[src/rtl/fifo_wr_arb_pkg.sv]
// fifo_wr_arb_pkg
// Shared types and helpers for the FIFO write arbiter and its round-robin picker.
//   arb_st_t    : arbiter FSM state encoding
//   clog2_min1  : ceil(log2(n)), never less than 1, for sizing index/counter fields
package fifo_wr_arb_pkg;

    typedef enum logic {
        ST_IDLE  = 1'b0,
        ST_GRANT = 1'b1
    } arb_st_t;

    function automatic int clog2_min1(input int n);
        return (n <= 2) ? 1 : $clog2(n);
    endfunction

endpackage

[src/rtl/fifo_wr_arb_rr_pick.sv]
// rr_pick
// Combinational round-robin selector. The search starts at last_i+1 (mod REQ_N)
// and moves upward, so the most recent owner has the lowest priority.
// Ports:
//   req_i   in  REQ_N  request vector
//   last_i  in  ID_W   index of the previous owner
//   win_o   out ID_W   selected index (meaningful only when vld_o=1)
//   vld_o   out 1      at least one request present
module rr_pick
    import fifo_wr_arb_pkg::*;
#(
    parameter  int REQ_N = 4,
    localparam int ID_W  = clog2_min1(REQ_N)
) (
    input  logic [REQ_N-1:0] req_i,
    input  logic [ID_W-1:0]  last_i,
    output logic [ID_W-1:0]  win_o,
    output logic             vld_o
);

    function automatic logic [ID_W-1:0] wrap_idx(input logic [ID_W-1:0] base, input int step);
        return ID_W'((int'(base) + step) % REQ_N);
    endfunction

    logic [REQ_N-1:0] rot;
    logic [ID_W-1:0]  off;

    // rot[0] is the requester right after last_i; the lowest set bit of rot
    // is the winner's distance from last_i+1.
    always_comb begin
        rot = '0;
        for (int j = 0; j < REQ_N; j++) begin
            rot[j] = req_i[wrap_idx(last_i, j + 1)];
        end
        off = '0;
        for (int j = REQ_N - 1; j >= 0; j--) begin
            if (rot[j]) begin
                off = ID_W'(j);
            end
        end
        vld_o = |req_i;
        win_o = wrap_idx(last_i, int'(off) + 1);
    end

endmodule

[src/rtl/fifo_wr_arb.sv]
// fifo_wr_arb
// Round-robin write arbiter: REQ_N valid/ready producers share one fifo_buf
// write port. The owner keeps the port for up to BURST_MAX words (0 = until it
// drops req), then one IDLE cycle is spent re-arbitrating.
// Ports:
//   clk_i, rst_i       clock, synchronous active-high reset
//   req_i/req_data_i   per-requester valid and packed payloads
//   req_rdy_o          per-requester ready
//   fifo_data_o/id_o   payload and owner index toward fifo wr_data_i
//   fifo_wr_o          fifo write strobe; fifo_wr_rdy_i is the fifo's ready
//   grant_o/busy_o     one-hot owner, and GRANT-state flag
module fifo_wr_arb
    import fifo_wr_arb_pkg::*;
#(
    parameter  int REQ_N     = 4,
    parameter  int DATA_W    = 8,
    parameter  int BURST_MAX = 4,
    localparam int ID_W      = clog2_min1(REQ_N)
) (
    input  logic                     clk_i,
    input  logic                     rst_i,
    input  logic [REQ_N-1:0]         req_i,
    input  logic [REQ_N*DATA_W-1:0]  req_data_i,
    output logic [REQ_N-1:0]         req_rdy_o,
    output logic [DATA_W-1:0]        fifo_data_o,
    output logic [ID_W-1:0]          fifo_id_o,
    output logic                     fifo_wr_o,
    input  logic                     fifo_wr_rdy_i,
    output logic [REQ_N-1:0]         grant_o,
    output logic                     busy_o
);

    localparam int CNT_W = clog2_min1(BURST_MAX + 1);
    localparam logic [CNT_W-1:0] CNT_LAST = (BURST_MAX > 0) ? CNT_W'(BURST_MAX - 1) : '0;

    arb_st_t           state_q, state_d;
    logic [ID_W-1:0]   owner_q, owner_d;
    logic [ID_W-1:0]   last_q, last_d;
    logic [CNT_W-1:0]  cnt_q, cnt_d;

    logic [ID_W-1:0]   pick_win;
    logic              pick_vld;
    logic [REQ_N-1:0]  owner_oh;
    logic              in_grant;
    logic              owner_req;
    logic              xfer;
    logic [DATA_W-1:0] data_arr [REQ_N];

    rr_pick #(.REQ_N(REQ_N)) u_pick (
        .req_i  (req_i),
        .last_i (last_q),
        .win_o  (pick_win),
        .vld_o  (pick_vld)
    );

    always_comb begin
        for (int k = 0; k < REQ_N; k++) begin
            data_arr[k] = req_data_i[k*DATA_W +: DATA_W];
        end
    end

    assign in_grant  = (state_q == ST_GRANT);
    assign owner_oh  = REQ_N'(1) << owner_q;
    assign owner_req = req_i[owner_q];
    // rst_i gates the handshake so a word is never consumed in a reset cycle.
    assign xfer      = in_grant & owner_req & fifo_wr_rdy_i & ~rst_i;

    assign fifo_wr_o   = xfer;
    assign req_rdy_o   = (in_grant && fifo_wr_rdy_i && !rst_i) ? owner_oh : '0;
    assign grant_o     = in_grant ? owner_oh : '0;
    assign busy_o      = in_grant;
    assign fifo_data_o = data_arr[owner_q];
    assign fifo_id_o   = owner_q;

    always_comb begin
        state_d = state_q;
        owner_d = owner_q;
        last_d  = last_q;
        cnt_d   = cnt_q;
        case (state_q)
            ST_IDLE: begin
                if (pick_vld) begin
                    state_d = ST_GRANT;
                    owner_d = pick_win;
                    cnt_d   = '0;
                end
            end
            ST_GRANT: begin
                // A dropped request releases even while the fifo is stalled.
                if (!owner_req) begin
                    state_d = ST_IDLE;
                    last_d  = owner_q;
                end else if (xfer && (BURST_MAX > 0)) begin
                    if (cnt_q == CNT_LAST) begin
                        state_d = ST_IDLE;
                        last_d  = owner_q;
                    end else begin
                        cnt_d = cnt_q + CNT_W'(1);
                    end
                end
            end
            default: state_d = ST_IDLE;
        endcase
    end

    always_ff @(posedge clk_i) begin
        if (rst_i) begin
            state_q <= ST_IDLE;
            owner_q <= '0;
            last_q  <= ID_W'(REQ_N - 1);
            cnt_q   <= '0;
        end else begin
            state_q <= state_d;
            owner_q <= owner_d;
            last_q  <= last_d;
            cnt_q   <= cnt_d;
        end
    end

endmodule

[config.mk]
export PLATFORM = sky130hd
export DESIGN_NAME = fifo_wr_arb
export DESIGN_NICKNAME = d
export VERILOG_FILES = /design/src/rtl/fifo_wr_arb_pkg.sv /design/src/rtl/fifo_wr_arb_rr_pick.sv /design/src/rtl/fifo_wr_arb.sv
export SDC_FILE = /design/constraint.sdc
export NUM_CORES = 1
export LEC_CHECK = 0
export ABC_AREA = 0
export CAP_MARGIN = 10
export CORE_MARGIN = 2
export CORE_UTILIZATION = 36
export CTS_BUF_LIST = sky130_fd_sc_hd__clkbuf_2 sky130_fd_sc_hd__clkbuf_4 sky130_fd_sc_hd__clkbuf_8
export CTS_CLUSTER_SIZE = 10
export DETAILED_ROUTE_END_ITERATION = 8
export PLACE_DENSITY = 0.94
export SYNTH_ARGS = -nofsm -noshare
export SYNTH_HDL_FRONTEND = slang
export SYNTH_SLANG_ARGS = --single-unit
[constraint.sdc]
create_clock -name clk_i -period 2.11 [get_ports clk_i]
set_clock_uncertainty 0.15 [all_clocks]
set_input_delay 0.211 -clock clk_i [delete_from_list [all_inputs] [get_ports clk_i]]
set_output_delay 0.211 -clock clk_i [all_outputs]
set_load 0.01 [all_outputs]
==> results of run 1 <==
==> worst paths after layout <==
check	end	slack [ns]	cells after the start
worst max register to register	fifo_id_o[1]$_SDFFE_PP0P_	0.02	7
worst max-delay path	req_rdy_o[3]	0.007	3
worst min register to register	cnt_q[2]$_SDFFE_PP0P_	0.32	2
worst min-delay path	cnt_q[2]$_SDFFE_PP0P_	0.32	2
==> final cells by class <==
cell class	instances	area, um^2
multi-input cells	71	616.8
inverters	5	18.77
repair buffers	74	720.7
clock buffers	3	22.52
flip-flops and latches	8	163.9
well taps	28	35.03
fillers	146	613.1
==> cell usage after synthesis (all sizes together) <==
cell,instances,share of area
nand2,6,0.027
nor3b,2,0.018
nand3b,1,0.0091
o221ai,1,0.011
or2,1,0.0076
or4,1,0.0091
o211ai,2,0.018
a21oi,4,0.024
nand2b,2,0.015
nor2,13,0.059
nor3,2,0.012
or3b,1,0.011
xnor2,1,0.011
o311ai,1,0.011
a211oi,2,0.018
buf,4,0.032
a211o,1,0.011
ha,3,0.045
or3,1,0.0076
o22ai,1,0.0076
dfxtp,8,0.19
nand3,3,0.018
o21ai,6,0.050
and3b,2,0.021
and3,2,0.015
nor4,2,0.023
mux4,9,0.26
clkbuf,4,0.020
o41ai,1,0.011
inv,5,0.023
==> metal layers <==
layer,part of all wire,up-vias
met5,0,-
met4,0.029,0
met3,0.13,11
met2,0.48,90
met1,0.36,509
li1,-,487
==> per-stage QoR <==
step / hold slack, ns / total power [mW]
6_report: 0.3214 / 0.7960
5_1_grt: 0.3671 / 0.8335
4_1_cts: 0.3235 / 0.7650
3_5_place_dp: 0.3128 / 0.6559
3_3_place_gp: 0.3067 / 0.6296
2_1_floorplan: 0.2939 / 0.4134
==> critical path, stage by stage, from the launching register on <==
cell	delay (ns)
dfxtp_1	0.44
and3b_2	0.29
and3_1	0.21
clkdlybuf4s50_1	0.54
==> logic make-up (layout without fill, tap and decap cells) <==
group                    after synthesis  count (layout)  synth area share
AO/OA/AOI/OAI                         19              19            0.1604
XOR/XNOR                               1               1           0.01059
adder cells (fa/ha/maj)                3               3           0.04539
buffers and inverters                 13              82           0.07412
flip-flops                             8               8            0.1936
multiplexers                           9               9            0.2632
AND/OR/NAND/NOR                       39              39            0.2527
==> power by group <==
part | switching, mW | total [mW] | internal [mW]
clock | 0.0488 | 0.114 | 0.0649
sequential | 0.0258 | 0.195 | 0.169
combinational | 0.206 | 0.487 | 0.281
total | 0.281 | 0.796 | 0.515
==> sequential cells by signal, summed over array words and instances (netlist names) <==
register and flops:
busy_o 1, last_q 2, cnt_q 3, fifo_id_o 2
==> timing repair <==
item                                    in CTS  in global routing
resized for setup                           11                 13
pin swaps                                    0                  4
setup buffers                                2                  2
endpoints found under the setup margin      10                  4
cloned                                       0                  0
==> out/qor.txt, run 1 <==
Status - completed
Chip Width - 51.93 um
CP Max Fanout - 7
Most frequent cells in the layout - clkdlybuf4s50_1, nor2_1, buf_4
# rows - 17
Wire length per cell - 19.41 um
GR Layer Usage met1 - 0.2630
Most common cell after layout, fill and taps aside - clkdlybuf4s50_1
Sinks on Clock Net - 8
RSZ-0062 raised after global routing - yes
Max Clk Rate - 0.4754 GHz
Critical R2R Launch - last_q[0]$_SDFFE_PP1P_
DP Worst Slack - -0.2235 ns
Area growth syn-to-layout - 90.77%
Leakage Power - 0.6878 nW
Util after Layout - 0.7202
Cells after synthesis - 92
Worst-path clk slew - 0.05 ns
Clk Tree Root Cell - clkbuf_4
Vias in the first global route - 1014
Max Root-Sink Buffers - 2
# IOs - 59
Initial antenna violation count - 0
Worst slew margin - 0.7157
Gr ovfl total - 0
Final worst path period need - 2.103 ns
Post-DP HPWL - 2654 um
Worst Path Arrival - 1.74 ns
First-pass GRT wire length - 4843 um
CP endpoint kind - output pin
Syn Std Cell Area - 827.0 um^2
Worst min path class - reg2reg
Worst Slack Setup Final - 0.006626 ns
Starting density of the core - 0.3775
Nets - 205
Clk Latency, worst-skew pair - 0.25 ns
Via count - 1097
Startpoint Class - flop
Sequential fraction of the synthesis area - 0.1936
DRT iter0 DRCs - 48
Most Crowded Layer GR - met2
Setup violations, final - 0
Overall Global Routing Usage - 0.2489
PwrDens - 504.5 nW/um^2
Share of layout cells above drive strength 1 - 0.1863
Diode count - 0
Worst Setup Path Type - reg2out
Die Y - 51.93 um
Routed Wire Length - 3669 um
Met2 usage - 0.4620
Drt first pass iters - 4
Grt met3 use - 0.08046
Hold Vio Cnt, Final - 0
Placed standard-cell area - 1490 um^2
Drt drc - 0
Distinct cell type count after synthesis - 35
Seq cells post-synth - 8
Setup TNS after final layout - 0 ns
Slew @ Worst Pin - 0.4210 ns
Syn_nets - 134
CTS tree - built
Final Slew Violations - 0
Post-route cell area - 1578 um^2
CTS Hold Bufs - 0
Max IR drop VDD - 394.6 uV
Critical Path RT - 1.75 ns
Vias/cell - 5.804
Non-Filler Instances - 189
GP Congestion - 0.7779
Synthesis warning total - 0
H-tree lvl count - 1
Largest net degree at the start of global routing - 20
Post-DRT Antenna Nets - 0
Setup crit start - busy_o$_SDFF_PP0_
Core footprint - 2191 um^2
MaxCap Viol Count - 0
Hold path start - cnt_q[2]$_SDFFE_PP0P_
Total CTS buffers - 3
Syn avg cell area - 8.990 um^2
Placed Cells incl. Taps - 182
Number of port buffers - 58
Die area - 2697 um^2
Period utilisation layout - 0.9969
Note: power is estimated with default switching activity, not from simulation.
==> inputs of run 2 (changes only) <==
- TNS_END_PERCENT: unset -> 10
==> out/qor.txt, run 2 (synthesis results as in run 1) <==
DP Worst Slack - -0.2235 ns (unchanged)
Startpoint Class - flop
Slew @ Worst Pin - 0.4252 ns (+0.004242 ns)
Gr ovfl total - 0 (unchanged)
Critical R2R Launch - last_q[0]$_SDFFE_PP1P_
Post-route cell area - 1540 um^2 (-2.4%)
Sinks on Clock Net - 8 (unchanged)
Clk pwr share - 0.150 (+0.007)
Vias in the first global route - 1000 (-1.4%)
Final Slew Violations - 0 (unchanged)
Max Root-Sink Buffers - 2 (unchanged)
CP Max Fanout - 7 (unchanged)
Period utilisation layout - 0.9816 (-0.01524)
MaxCap Viol Count - 0 (unchanged)
Max IR drop VDD - 341.8 uV (-13%)
Crit-path cells - and3b_2, and3_1, clkdlybuf4s50_1
Diode count - 0 (unchanged)
Via count - 1050 (-4.3%)
CP max stage delay - 0.54 ns (about the same)
Status - completed
Vias/cell - 5.676 (-2.2%)
Worst min path class - reg2reg
Worst slew margin - 0.7128 (-0.002865)
Placed standard-cell area - 1490 um^2 (unchanged)
Path depth of the worst reg2reg path - 8 (+1)
# IOs - 59 (unchanged)
FF-to-FF End - fifo_id_o[1]$_SDFFE_PP0P_
Overall Global Routing Usage - 0.2465 (-0.002423)
Worst Setup Path Type - reg2out
CTS tree - built
Core footprint - 2191 um^2 (unchanged)
Drt first pass iters - 4 (unchanged)
Die Y - 51.93 um (unchanged)
Die area - 2697 um^2 (unchanged)
Comb power frac - 0.593 (-0.019)
Clk Latency, worst-skew pair - 0.25 ns (about the same)
Chip Width - 51.93 um (unchanged)
Setup bufs post-CTS - 0 (-2)
Number of port buffers - 58 (unchanged)
Nets - 201 (-2.0%)
# rows - 17 (unchanged)
Worst Path Arrival - 1.71 ns (-0.03 ns)
Hold Vio Cnt, Final - 0 (unchanged)
Largest Register - cnt_q
Critical-path top delay cell - clkdlybuf4s50_1
Post-DRT Antenna Nets - 0 (unchanged)
Largest net degree at the start of global routing - 20 (unchanged)
Total power draw - 760.6 uW (-4.5%)
Worst-path clk slew - 0.05 ns (about the same)
Max Clk Rate - 0.4828 GHz (+1.6%)
Util after Layout - 0.7030 (-0.01713)
Sequential cell fraction of total power - 0.257 (+0.012)
Reg-to-reg slack, setup - 0.09 ns (+0.07 ns)
Switching pwr - 264.2 uW (-6.0%)
Setup violations, final - 0 (unchanged)
H-tree lvl count - 1 (unchanged)
Starting density of the core - 0.3775 (unchanged)
Fillcell total - 153 (+4.8%)
Hold path start - cnt_q[2]$_SDFFE_PP0P_
Most common cell after layout, fill and taps aside - clkdlybuf4s50_1
WHS Endpoint - cnt_q[2]$_SDFFE_PP0P_
PwrDens - 493.8 nW/um^2 (-2.1%)
Net Sw Frac - 0.3473 (-0.005698)
DRT iter0 DRCs - 36 (-25%)
Critical Path RT - 1.75 ns (about the same)
Post-DP HPWL - 2654 um (unchanged)
Worst Slack Setup Final - 0.03878 ns (+0.03216 ns)
Routed Wire Length - 3324 um (-9.4%)
Drt drc - 0 (unchanged)
Internal - 496.4 uW (-3.6%)
Area growth syn-to-layout - 86.23%
Max reg flops - 3 (unchanged)
Wire length per cell - 17.97 um (-7.4%)
Share of layout cells above drive strength 1 - 0.1656 (-0.02073)
CP endpoint kind - output pin
Clk Tree Root Cell - clkbuf_4
RSZ-0062 raised after global routing - yes
Final worst path period need - 2.071 ns (-0.03216 ns)
Initial antenna violation count - 0 (unchanged)
Total CTS buffers - 3 (unchanged)
Most frequent cells in the layout - clkdlybuf4s50_1, nor2_1, dlygate4sd2_1
GP Congestion - 0.7779 (unchanged)
Hold Crit Depth - 2 (unchanged)
Leakage Power - 0.6532 nW (-5.0%)
First-pass GRT wire length - 4809 um (-0.70%)
## run 2: repair_timing
action	CTS	global route
resized for setup	13	11
hold buffers	0	0
pin swaps	0	4
endpoints found under the setup margin	10	2
hold endpoints to repair	0	0
## run 2: cell type report
cell class              instances  area [um^2]  area share
flip-flops and latches          8        163.9      0.1064
repair buffers                 70        683.2      0.4435
multi-input cells              71        616.8      0.4005
inverters                       5        18.77     0.01219
clock buffers                   3        22.52     0.01462
well taps                      28        35.03     0.02275
## run 2: critical path, delay by kind of cell, from the launching register on
kind                   cells  cell delay (ns)
AND/OR/NAND/NOR            2             0.48
buffers and inverters      1             0.54
flip-flops                 1             0.43
## run 2: routing by layer
layer  up-vias  routed length [um]  GRT usage
met4         0                  16    0.04825
met3         2                 330    0.07471
met5         -                   0          0
met2        68                1689     0.4662
li1        483                   -          -
met1       497                1288     0.2665
## run 2: metrics by stage
step	cells	TNS, ns	hold WS [ns]
floorplan	92	0	0.2939
global placement	182	-0.1566	0.3067
detailed placement	182	-0.3754	0.3128
CTS	185	0	0.3235
global route	185	-0.05730	0.3671
finish	185	0	0.3193
## run 2: how the worst max path moves through the flow
stage	start	to	slack (ns)	cells after the start
4_1_cts	req_i[2]	fifo_id_o[1]$_SDFFE_PP0P_	0.03	9
2_1_floorplan	last_q[0]$_SDFFE_PP1P_	fifo_id_o[1]$_SDFFE_PP0P_	0.24	8
3_3_place_gp	req_i[2]	fifo_id_o[1]$_SDFFE_PP0P_	-0.13	10
3_5_place_dp	req_i[2]	fifo_id_o[1]$_SDFFE_PP0P_	-0.22	9
5_1_grt	last_q[0]$_SDFFE_PP1P_	fifo_id_o[1]$_SDFFE_PP0P_	-0.05	8
6_report	busy_o$_SDFF_PP0_	req_rdy_o[3]	0.04	3
## run 2: power by group through the flow
stage	registers [mW]	logic (mW)	clock network, mW
detailed placement	0.194	0.462	0
CTS	0.192	0.440	0.117
floorplan	0.191	0.222	0
global route	0.197	0.480	0.124
finish	0.196	0.451	0.114
global placement	0.190	0.439	0
==> inputs of run 3 (changes only) <==
- CTS_CLUSTER_SIZE: 10 -> unset
==> results of run 3 <==
Same layout as run 2: the final DEF is identical, and so are final timing and power.
